<file path="src/rtl/sprite_painter.sv">
// sprite_painter: scans floor, man-sprite and erase-box pixels out to the VGA
// write port, one pixel per cycle, and returns per-job finish handshakes.
// Optional feature macro: SPRITE_PAINTER_CLIP_EN (suppress plot for off-screen pixels).
module sprite_painter #(
  parameter int         SCREEN_W     = 160,
  parameter int         SCREEN_H     = 120,
  parameter int         FLOOR_Y      = 112,
  parameter int         MAN_H        = 16,
  parameter logic [2:0] FLOOR_COLOUR = 3'b110,
  parameter logic [2:0] MAN_COLOUR   = 3'b001,
  parameter logic [2:0] BG_COLOUR    = 3'b000
) (
  input  logic       clk,
  input  logic       reset,
  input  logic       ld_x,
  input  logic       ld_y,
  input  logic       ld_man_style,
  input  logic [7:0] x_in,
  input  logic [6:0] y_in,
  input  logic [1:0] style_in,
  input  logic       drawing_floors,
  input  logic       draw_man,
  input  logic       erase,
  output logic [7:0] vga_x,
  output logic [6:0] vga_y,
  output logic [2:0] vga_colour,
  output logic       plot,
  output logic       draw_floors_finish,
  output logic       drawing_man_finish,
  output logic       erase_finish,
  output logic       busy
);

  typedef enum logic [1:0] {S_IDLE, S_RUN, S_DONE} state_t;
  typedef enum logic [1:0] {JOB_FLOOR, JOB_MAN, JOB_ERASE} job_t;

  localparam logic [7:0] FLOOR_W_LAST = 8'(SCREEN_W - 1);
  localparam logic [6:0] FLOOR_H_LAST = 7'(SCREEN_H - FLOOR_Y - 1);
  localparam logic [7:0] MAN_W_LAST   = 8'd7;
  localparam logic [6:0] MAN_H_LAST   = 7'(MAN_H - 1);
  localparam logic [6:0] LEG_ROW0     = 7'(MAN_H - 4);
  localparam logic [6:0] FLOOR_Y7     = 7'(FLOOR_Y);
`ifdef SPRITE_PAINTER_CLIP_EN
  localparam logic [8:0] SCREEN_W9    = 9'(SCREEN_W);
  localparam logic [7:0] SCREEN_H8    = 8'(SCREEN_H);
`endif

  state_t     state_q, state_d;
  job_t       job_q, job_d;
  logic [7:0] x_q, x_d;
  logic [6:0] y_q, y_d;
  logic [1:0] style_q, style_d;
  logic [7:0] col_q, col_d;
  logic [6:0] row_q, row_d;
  logic [7:0] vga_x_q, vga_x_d;
  logic [6:0] vga_y_q, vga_y_d;
  logic [2:0] vga_colour_q, vga_colour_d;
  logic       plot_q, plot_d;
  logic       fin_floor_q, fin_floor_d;
  logic       fin_man_q, fin_man_d;
  logic       fin_erase_q, fin_erase_d;

  logic       cmd_act;
  logic [7:0] x_org, px;
  logic [6:0] y_org, py;
  logic [7:0] leg_mask;
  logic [2:0] pcolour;
  logic       pvis;
  logic       last_col, last_row;

  // Pixel under the counters: address, colour, visibility, end-of-scan flags
  always_comb begin
    cmd_act  = 1'b0;
    x_org    = x_q;
    y_org    = y_q;
    last_col = 1'b0;
    last_row = 1'b0;
    pcolour  = BG_COLOUR;
    unique case (style_q)
      2'd0:    leg_mask = 8'b0110_0110;
      2'd1:    leg_mask = 8'b0001_1000;
      2'd2:    leg_mask = 8'b1100_0011;
      default: leg_mask = 8'b0011_1100;
    endcase
    unique case (job_q)
      JOB_FLOOR: begin
        cmd_act  = drawing_floors;
        x_org    = 8'd0;
        y_org    = FLOOR_Y7;
        last_col = (col_q == FLOOR_W_LAST);
        last_row = (row_q == FLOOR_H_LAST);
        pcolour  = FLOOR_COLOUR;
      end
      JOB_MAN: begin
        cmd_act  = draw_man;
        last_col = (col_q == MAN_W_LAST);
        last_row = (row_q == MAN_H_LAST);
        // Body rows are solid; the bottom four leg rows follow the style mask
        pcolour  = ((row_q < LEG_ROW0) || leg_mask[col_q[2:0]]) ? MAN_COLOUR : BG_COLOUR;
      end
      default: begin
        cmd_act  = erase;
        last_col = (col_q == MAN_W_LAST);
        last_row = (row_q == MAN_H_LAST);
        pcolour  = BG_COLOUR;
      end
    endcase
    px = x_org + col_q;
    py = y_org + row_q;
`ifdef SPRITE_PAINTER_CLIP_EN
    pvis = (({1'b0, x_org} + {1'b0, col_q}) < SCREEN_W9) &&
           (({1'b0, y_org} + {1'b0, row_q}) < SCREEN_H8);
`else
    pvis = 1'b1;
`endif
  end

  // Control FSM next-state, counters, register loads and pixel outputs
  always_comb begin
    state_d      = state_q;
    job_d        = job_q;
    x_d          = x_q;
    y_d          = y_q;
    style_d      = style_q;
    col_d        = col_q;
    row_d        = row_q;
    vga_x_d      = vga_x_q;
    vga_y_d      = vga_y_q;
    vga_colour_d = vga_colour_q;
    plot_d       = 1'b0;
    fin_floor_d  = 1'b0;
    fin_man_d    = 1'b0;
    fin_erase_d  = 1'b0;
    unique case (state_q)
      S_IDLE: begin
        if (ld_x)         x_d     = x_in;
        if (ld_y)         y_d     = y_in;
        if (ld_man_style) style_d = style_in;
        col_d = 8'd0;
        row_d = 7'd0;
        if (drawing_floors) begin
          job_d   = JOB_FLOOR;
          state_d = S_RUN;
        end else if (draw_man) begin
          job_d   = JOB_MAN;
          state_d = S_RUN;
        end else if (erase) begin
          job_d   = JOB_ERASE;
          state_d = S_RUN;
        end
      end
      S_RUN: begin
        if (!cmd_act) begin
          state_d = S_IDLE;
        end else begin
          vga_x_d      = px;
          vga_y_d      = py;
          vga_colour_d = pcolour;
          plot_d       = pvis;
          if (last_col) begin
            col_d = 8'd0;
            if (last_row) state_d = S_DONE;
            else          row_d   = row_q + 7'd1;
          end else begin
            col_d = col_q + 8'd1;
          end
        end
      end
      S_DONE: begin
        if (!cmd_act) begin
          state_d = S_IDLE;
        end else begin
          fin_floor_d = (job_q == JOB_FLOOR);
          fin_man_d   = (job_q == JOB_MAN);
          fin_erase_d = (job_q == JOB_ERASE);
        end
      end
      default: state_d = S_IDLE;
    endcase
  end

  // State and datapath registers with synchronous reset
  always_ff @(posedge clk) begin
    if (reset) begin
      state_q      <= S_IDLE;
      job_q        <= JOB_FLOOR;
      x_q          <= 8'd0;
      y_q          <= 7'd0;
      style_q      <= 2'd0;
      col_q        <= 8'd0;
      row_q        <= 7'd0;
      vga_x_q      <= 8'd0;
      vga_y_q      <= 7'd0;
      vga_colour_q <= 3'd0;
      plot_q       <= 1'b0;
      fin_floor_q  <= 1'b0;
      fin_man_q    <= 1'b0;
      fin_erase_q  <= 1'b0;
    end else begin
      state_q      <= state_d;
      job_q        <= job_d;
      x_q          <= x_d;
      y_q          <= y_d;
      style_q      <= style_d;
      col_q        <= col_d;
      row_q        <= row_d;
      vga_x_q      <= vga_x_d;
      vga_y_q      <= vga_y_d;
      vga_colour_q <= vga_colour_d;
      plot_q       <= plot_d;
      fin_floor_q  <= fin_floor_d;
      fin_man_q    <= fin_man_d;
      fin_erase_q  <= fin_erase_d;
    end
  end

  assign vga_x              = vga_x_q;
  assign vga_y              = vga_y_q;
  assign vga_colour         = vga_colour_q;
  assign plot               = plot_q;
  assign draw_floors_finish = fin_floor_q;
  assign drawing_man_finish = fin_man_q;
  assign erase_finish       = fin_erase_q;
  assign busy               = (state_q != S_IDLE);

endmodule

</file>
<file path="config.mk">
export PLATFORM = sky130hd
export DESIGN_NAME = sprite_painter
export DESIGN_NICKNAME = d
export VERILOG_FILES = /design/src/rtl/sprite_painter.sv
export SDC_FILE = /design/constraint.sdc
export NUM_CORES = 1
export LEC_CHECK = 0
export CORE_UTILIZATION = 49
export CTS_BUF_LIST = sky130_fd_sc_hd__clkbuf_16
export DETAILED_ROUTE_END_ITERATION = 12
export PLACE_DENSITY = 0.74
export SYNTH_ARGS = -nofsm -noshare
export SYNTH_HDL_FRONTEND = slang
export SYNTH_SLANG_ARGS = --single-unit
</file>
<file path="constraint.sdc">
create_clock -name clk -period 3.5 [get_ports clk]
set_input_delay 0.35 -clock clk [delete_from_list [all_inputs] [get_ports clk]]
set_output_delay 0.35 -clock clk [all_outputs]
set_load 0.005 [all_outputs]
</file>
# [Word-level counts from Yosys, hierarchy flattened]
# Index checks and enable logic that the tools add are counted.
[word_totals] in_bits=25 regBits=58
[classes] n_bitwise=3 n_lt_le_gt_ge=2 eq_ne=17 n_addsub=4 n_reduce_logical=17 muxes=29
[ops] op="two-way mux 7 bit" n=4
[ops] op="two-way mux 8 bit" n=3
[ops] op="one-hot mux 8 bit (3 select lines)" n=1
[ops] op="two-way mux 2 bit" n=10
[ops] op="one-hot mux 8 bit (2 select lines)" n=1
[ops] op="one-hot mux 7 bit (2 select lines)" n=1
[ops] op="AND reduction 2 bit" n=6
[ops] op="adder 8 x 1 -> 8 bit (second input constant)" n=1
[ops] op="adder 8 bit" n=1
[ops] op="== test 8 x 3 -> 1 bit (second input constant)" n=1
[ops] op="== test 8 bit (second input constant)" n=1
[ops] op="!= test 2 bit (second input constant)" n=4
[ops] op="AND reduction 4 bit" n=2
[ops] op="adder 7 x 1 -> 7 bit (second input constant)" n=1
[ops] op="adder 7 bit" n=1
[ops] op="== test 7 x 3 -> 1 bit (second input constant)" n=1
[ops] op="== test 7 x 4 -> 1 bit (second input constant)" n=1
[ops] op="less-than comparator 7 x 4 -> 1 bit (second input constant)" n=1
[ops] op="== test 2 x 1 -> 1 bit (second input constant)" n=3
[ops] op="== test 2 bit (second input constant)" n=3
[ops] op="zero test 2 bit" n=3
[ops] op="!= test 3 bit (second input constant)" n=2
[ops] op="one-hot mux 2 bit (3 select lines)" n=1
[ops] op="one-hot mux 3 bit (2 select lines)" n=1
[ops] op="other kinds (11)" n=18

# [Depth between registers and ports, before layout]
[depth] word_depth=7 ltp_mapped=11 ltp_nobuf=10

# [Least setup slack after synthesis]
# OpenSTA, ideal clock, no wires.
[synth_timing] path_type="register -> register" from="reg job_q[1]" to="reg vga_x_q[6], in the netlist vga_x[6]" path_slack_ns=1.337 stages_incl_launch_ff=11 setup_time_ns=0.106 path_buffers=1 required_time_ns=3.394 arrival_time_ns=2.057 path_cell_list="dfxtp_1 > nor2_1 > clkbuf_1 > nor2b_1 > ha_1 > inv_1 > fa_1 > nor2b_1 > o31a_1 > o21a_1 > o311ai_0"
[synth_via] elab_chain_len=3
[synth_lines] item="from (decl)" line="49" source="job_t job_q, job_d;"
[synth_lines] item="from (signal assigned)" line="201" source="job_q <= job_d;"
[synth_lines] item="zero test 2 bit or == test 2 x 1 -> 1 bit (tied branches)" line="85" source="unique case (job_q)"
[synth_lines] item="two-way mux 8 bit or one-hot mux 1 bit (2 select lines) (tied branches)" line="85"
[synth_lines] item="adder 8 bit or AND reduction 2 bit (tied branches)"
[synth_lines] item="to (signal assigned)" line="207" source="vga_x_q <= vga_x_d;"
[synth_lines] item="to (decl)" line="55" source="logic [7:0] vga_x_q, vga_x_d;"
# Parallel ways exist; a longest one is shown, timed or not.
# A chain may end at the register's enable or synchronous reset.

# [Worst setup path after layout]
[layout_timing] from="reg job_q[1]" to="reg vga_y_q[6], in the netlist vga_y[6]"
[layout_via] elab_chain_len=3
[layout_lines] item="zero test 2 bit or == test 2 x 1 -> 1 bit (tied branches)" line="85"
[layout_lines] item="two-way mux 7 bit or one-hot mux 1 bit (2 select lines) (tied branches)" line="85"
[layout_lines] item="adder 7 bit or AND reduction 2 bit (tied branches)"
[layout_lines] item="to (signal assigned)" line="208" source="vga_y_q <= vga_y_d;"
[layout_lines] item="to (decl)" line="56" source="logic [6:0] vga_y_q, vga_y_d;"
# Parallel ways exist; a longest one is shown, timed or not.

==> flow_metrics.tcl <==
set metrics [dict create \
    max_slew_margin 0.465 \
    floorplan.die_area_um2 6740 \
    post_place_setup_slack_ns 1.05 \
    final-max-slew-violation-count 0 \
    antenna_found_initial 0 \
    synth_area_per_cell_um2 8.18 \
    worstPathMaxFanout 15 \
    worst_hold_path_cells 2 \
    report.final.hold_viol_count 0 \
    number_of_synthesized_flops_with_an_enable_pin 0 \
    io_buffer_count 47 \
    grt_remaining_overflow 0 \
    grtUsageMet2 0.390 \
    cts_max_path_buffers 2 \
    drt_pre_antenna_iters 6 \
    ys_types 47 \
    antenna_violating_nets_post_route 0 \
    drt_first_iter_violations 293 \
    min_period_over_period 0.715 \
    vdd.ir_drop.worst_uv 285 \
    io_pins 48 \
    cts-root-buf "sky130_fd_sc_hd__clkbuf_16" \
    tritoncts_num_sinks 57 \
    syn_inst 384 \
    ys_seq_area_frac 0.363 \
    worst-slew-pin-transition_ns 0.802 \
    vias 2871 \
    grt_max_degree 34 \
    synthArstFlopShare 0 \
    layout-drive-gt1-share 0.0671 \
    layout-area-overhead-vs-synth_pct 25.4 \
    timing.critical_path.from_type "flop" \
    yosys_register_bits 57 \
    use_met3 0.0411 \
    internal-power_uw 1310 \
    synth.yosys.warnings 0 \
    hold_path.startpoint "x_q[5]" \
    max_freq_mhz 399 \
    cap_violations 0 \
    grtUsageTotal 0.231 \
    netlist_area_before_placement_um2 3140 \
    routabilityCongestion 0.869 \
    crit_type "flop to flop" \
    post_cts_hold_buffer_count 0 \
    design_area_um2 3940 \
    power_leakage_uw 0.00149 \
    p_sw_uw 408 \
    global_route.peak_usage_layer "met2" \
    power.share.clock 0.475 \
    worst_setup_path_end_kind "flop" \
    ctsHtreeMaxLevel 3 \
    fin_nets 472 \
    layout_setup_ws_ns 0.997 \
    postCtsSetupBuffers 0 \
    worstRegToRegCells 11 \
    r2r_setup_slack_ns 1.0 \
    hp-class "flop to flop" \
    core-area_um2 6060 \
    critical_path.reg2reg.startpoint "job_q[1]" \
    initial_core_util 0.518 \
    inserted_diodes 0 \
    fp.dieW_um 82.1 \
    fin_setup_tns_ns 0 \
    drc_violation_count_after_routing 0 \
    die_height_um 82.1 \
    first_global_vias 2527 \
    worst_clock_skew_ns 0.00644 \
    tritoncts "yes" \
    outcome "completed" \
    wire_per_inst_um 14.5 \
    postSynthNetCount 429 \
    netSwitchingFraction 0.238 \
    detailedPlacementHpwl_um 5200 \
    worst_ep_required_time_ns 3.76 \
    global_route_track_usage_on_met1 0.286 \
    grt_setup_unrepaired "no" \
    finalWorstPathRequiredPeriod_ns 2.50 \
    cts_buffers 9 \
    setup_viol 0 \
    insertion_delay_ns 0.32 \
    synth-main-ff-cell "sky130_fd_sc_hd__dfxtp_1" \
    report.power.total_uw 1710 \
    ctsResizeCount 0 \
    cts.reportedPaths.clkPinSlew_ns 0.05 \
    power.density_cell_area_nw_per_um2 435 \
    core.rowCount 28 \
    hold_path_end "x_q[5]" \
    routed_wl_um 7350 \
    r2r_end "vga_y[6]" \
    placed_cell_area_um2 3660 \
    comb_power_share 0.117 \
    grt_pass1_wl_um 11600 \
    vias_per_cell 5.66 \
    p_seq_frac 0.408 \
    critical_path_arrival_ns 2.76 \
]
[worst max path at each step]
| stage | from | end | slack, ns | cells past startpoint |
|---|---|---|---|---|
| detailed placement | job_q[1] | vga_y[6] | 1.05 | 11 |
| CTS | job_q[1] | vga_y[6] | 1.03 | 11 |
| global route | job_q[1] | vga_y[6] | 0.87 | 11 |
| floorplan | job_q[1] | vga_x[6] | 1.34 | 10 |
| finish | job_q[1] | vga_y[6] | 1.0 | 11 |
| global placement | drawing_floors | row_q[4] | 1.13 | 6 |
[layer usage]
metal	part of all wire	routed length, µm
met5	0	0
met2	0.50	3660
met4	0.013	92
met1	0.44	3220
met3	0.050	370
[critical path, cell delays in order (launching register included)]
cell and delay [ns]:
sky130_fd_sc_hd__dfxtp_1 0.61, sky130_fd_sc_hd__nor2_1 0.10, sky130_fd_sc_hd__buf_4 0.20, sky130_fd_sc_hd__nor2b_1 0.12, sky130_fd_sc_hd__ha_1 0.19, sky130_fd_sc_hd__inv_1 0.06
sky130_fd_sc_hd__fa_1 0.41, sky130_fd_sc_hd__nand2b_1 0.19, sky130_fd_sc_hd__a21oi_1 0.19, sky130_fd_sc_hd__o21ai_0 0.13, sky130_fd_sc_hd__a21oi_1 0.14, sky130_fd_sc_hd__nand3b_1 0.11
[logic make-up after synthesis]
| family | synth area share |
|---|---|
| compound gates | 0.192 |
| flops | 0.363 |
| simple gates | 0.243 |
| buf+inv | 0.0506 |
| mux | 0.0311 |
| fa+ha+maj | 0.0844 |
| xor+xnor | 0.0362 |
[cells in the final DEF (no fill, tap or decap), types with 3 or more instances in the layout]
| cell | netlist | layout |
|---|---|---|
| sky130_fd_sc_hd__mux2i_1 | 3 | 3 |
| sky130_fd_sc_hd__o21a_1 | 3 | 3 |
| sky130_fd_sc_hd__dfxtp_1 | 57 | 57 |
| sky130_fd_sc_hd__inv_1 | 18 | 21 |
| sky130_fd_sc_hd__xor2_1 | 4 | 4 |
| sky130_fd_sc_hd__nand2_1 | 55 | 55 |
| sky130_fd_sc_hd__a31oi_1 | 4 | 4 |
| sky130_fd_sc_hd__or3_1 | 3 | 3 |
| sky130_fd_sc_hd__ha_1 | 18 | 18 |
| sky130_fd_sc_hd__nand2b_1 | 3 | 3 |
| sky130_fd_sc_hd__a211oi_1 | 8 | 8 |
| sky130_fd_sc_hd__o21bai_1 | 3 | 3 |
| sky130_fd_sc_hd__and2_1 | 6 | 6 |
| sky130_fd_sc_hd__nand3_1 | 18 | 18 |
| sky130_fd_sc_hd__xnor2_1 | 9 | 9 |
| sky130_fd_sc_hd__nor3_1 | 12 | 12 |
| sky130_fd_sc_hd__or2_2 | 3 | 3 |
| sky130_fd_sc_hd__nor2b_1 | 16 | 16 |
| sky130_fd_sc_hd__buf_4 | 2 | 6 |
| sky130_fd_sc_hd__nor2_1 | 23 | 23 |
| sky130_fd_sc_hd__clkbuf_16 | 0 | 9 |
| sky130_fd_sc_hd__o21ai_0 | 14 | 14 |
| sky130_fd_sc_hd__a21oi_1 | 42 | 42 |
| sky130_fd_sc_hd__o211ai_1 | 3 | 3 |
| sky130_fd_sc_hd__and4_1 | 7 | 7 |
| sky130_fd_sc_hd__clkdlybuf4s50_1 | 0 | 47 |
| sky130_fd_sc_hd__nand4_1 | 4 | 4 |
[through the flow]
step,utilization,std cells,hold slack [ns]
2_1_floorplan,-,384,0.432
3_3_place_gp,0.604,491,0.440
3_5_place_dp,0.604,491,0.442
4_1_cts,0.650,507,0.449
5_1_grt,0.650,507,0.466
6_report,0.650,507,0.446
[cell usage after synthesis, types with 3 or more instances]
cell                        n  area [µm²]
sky130_fd_sc_hd__a211oi_1   8        60.1
sky130_fd_sc_hd__a21oi_1   42         210
sky130_fd_sc_hd__a31oi_1    4        25.0
sky130_fd_sc_hd__and2_1     6        37.5
sky130_fd_sc_hd__and4_1     7        61.3
sky130_fd_sc_hd__buf_2      4        20.0
sky130_fd_sc_hd__clkbuf_1  15        56.3
sky130_fd_sc_hd__dfxtp_1   57        1140
sky130_fd_sc_hd__ha_1      18         225
sky130_fd_sc_hd__inv_1     18        67.6
sky130_fd_sc_hd__mux2i_1    3        30.0
sky130_fd_sc_hd__nand2_1   55         206
sky130_fd_sc_hd__nand2b_1   3        18.8
sky130_fd_sc_hd__nand3_1   18        90.1
sky130_fd_sc_hd__nand4_1    4        25.0
sky130_fd_sc_hd__nor2_1    23        86.3
sky130_fd_sc_hd__nor2b_1   16         100
sky130_fd_sc_hd__nor3_1    12        60.1
sky130_fd_sc_hd__o211ai_1   3        22.5
sky130_fd_sc_hd__o21a_1     3        22.5
sky130_fd_sc_hd__o21ai_0   14        70.1
sky130_fd_sc_hd__o21bai_1   3        22.5
sky130_fd_sc_hd__or2_2      3        18.8
sky130_fd_sc_hd__or3_1      3        18.8
sky130_fd_sc_hd__xnor2_1    9        78.8
sky130_fd_sc_hd__xor2_1     4        35.0
[sequential cells by signal, indices dropped and copies added, names as in the netlist]
| signal | flops |
|---|---|
| x_q | 8 |
| vga_y | 7 |
| erase_finish | 1 |
| plot | 1 |
| draw_floors_finish | 1 |
| drawing_man_finish | 1 |
| vga_colour | 2 |
| job_q | 2 |
| style_q | 2 |
| y_q | 7 |
| row_q | 7 |
| col_q | 8 |
| vga_x | 8 |
| state_q | 2 |
[power groups by stage]
stage	sequential (µW)	clock, µW	combinational (µW)
3_5_place_dp	711	0	199
5_1_grt	702	857	223
3_3_place_gp	710	0	196
4_1_cts	699	826	202
6_report	699	815	201
2_1_floorplan	701	0	122
[layout make-up]
type                            count  area [µm²]
Sequential cell                    57        1140
Fill cell                         513        2120
Clock inverter                      7        55.1
Tap cell                           75        93.8
Inverter                           18        67.6
Clock buffer                        9         225
Multi-Input combinational cell    288        1840
Timing Repair Buffer               53         515
Note: power is estimated with default switching activity, not from simulation.
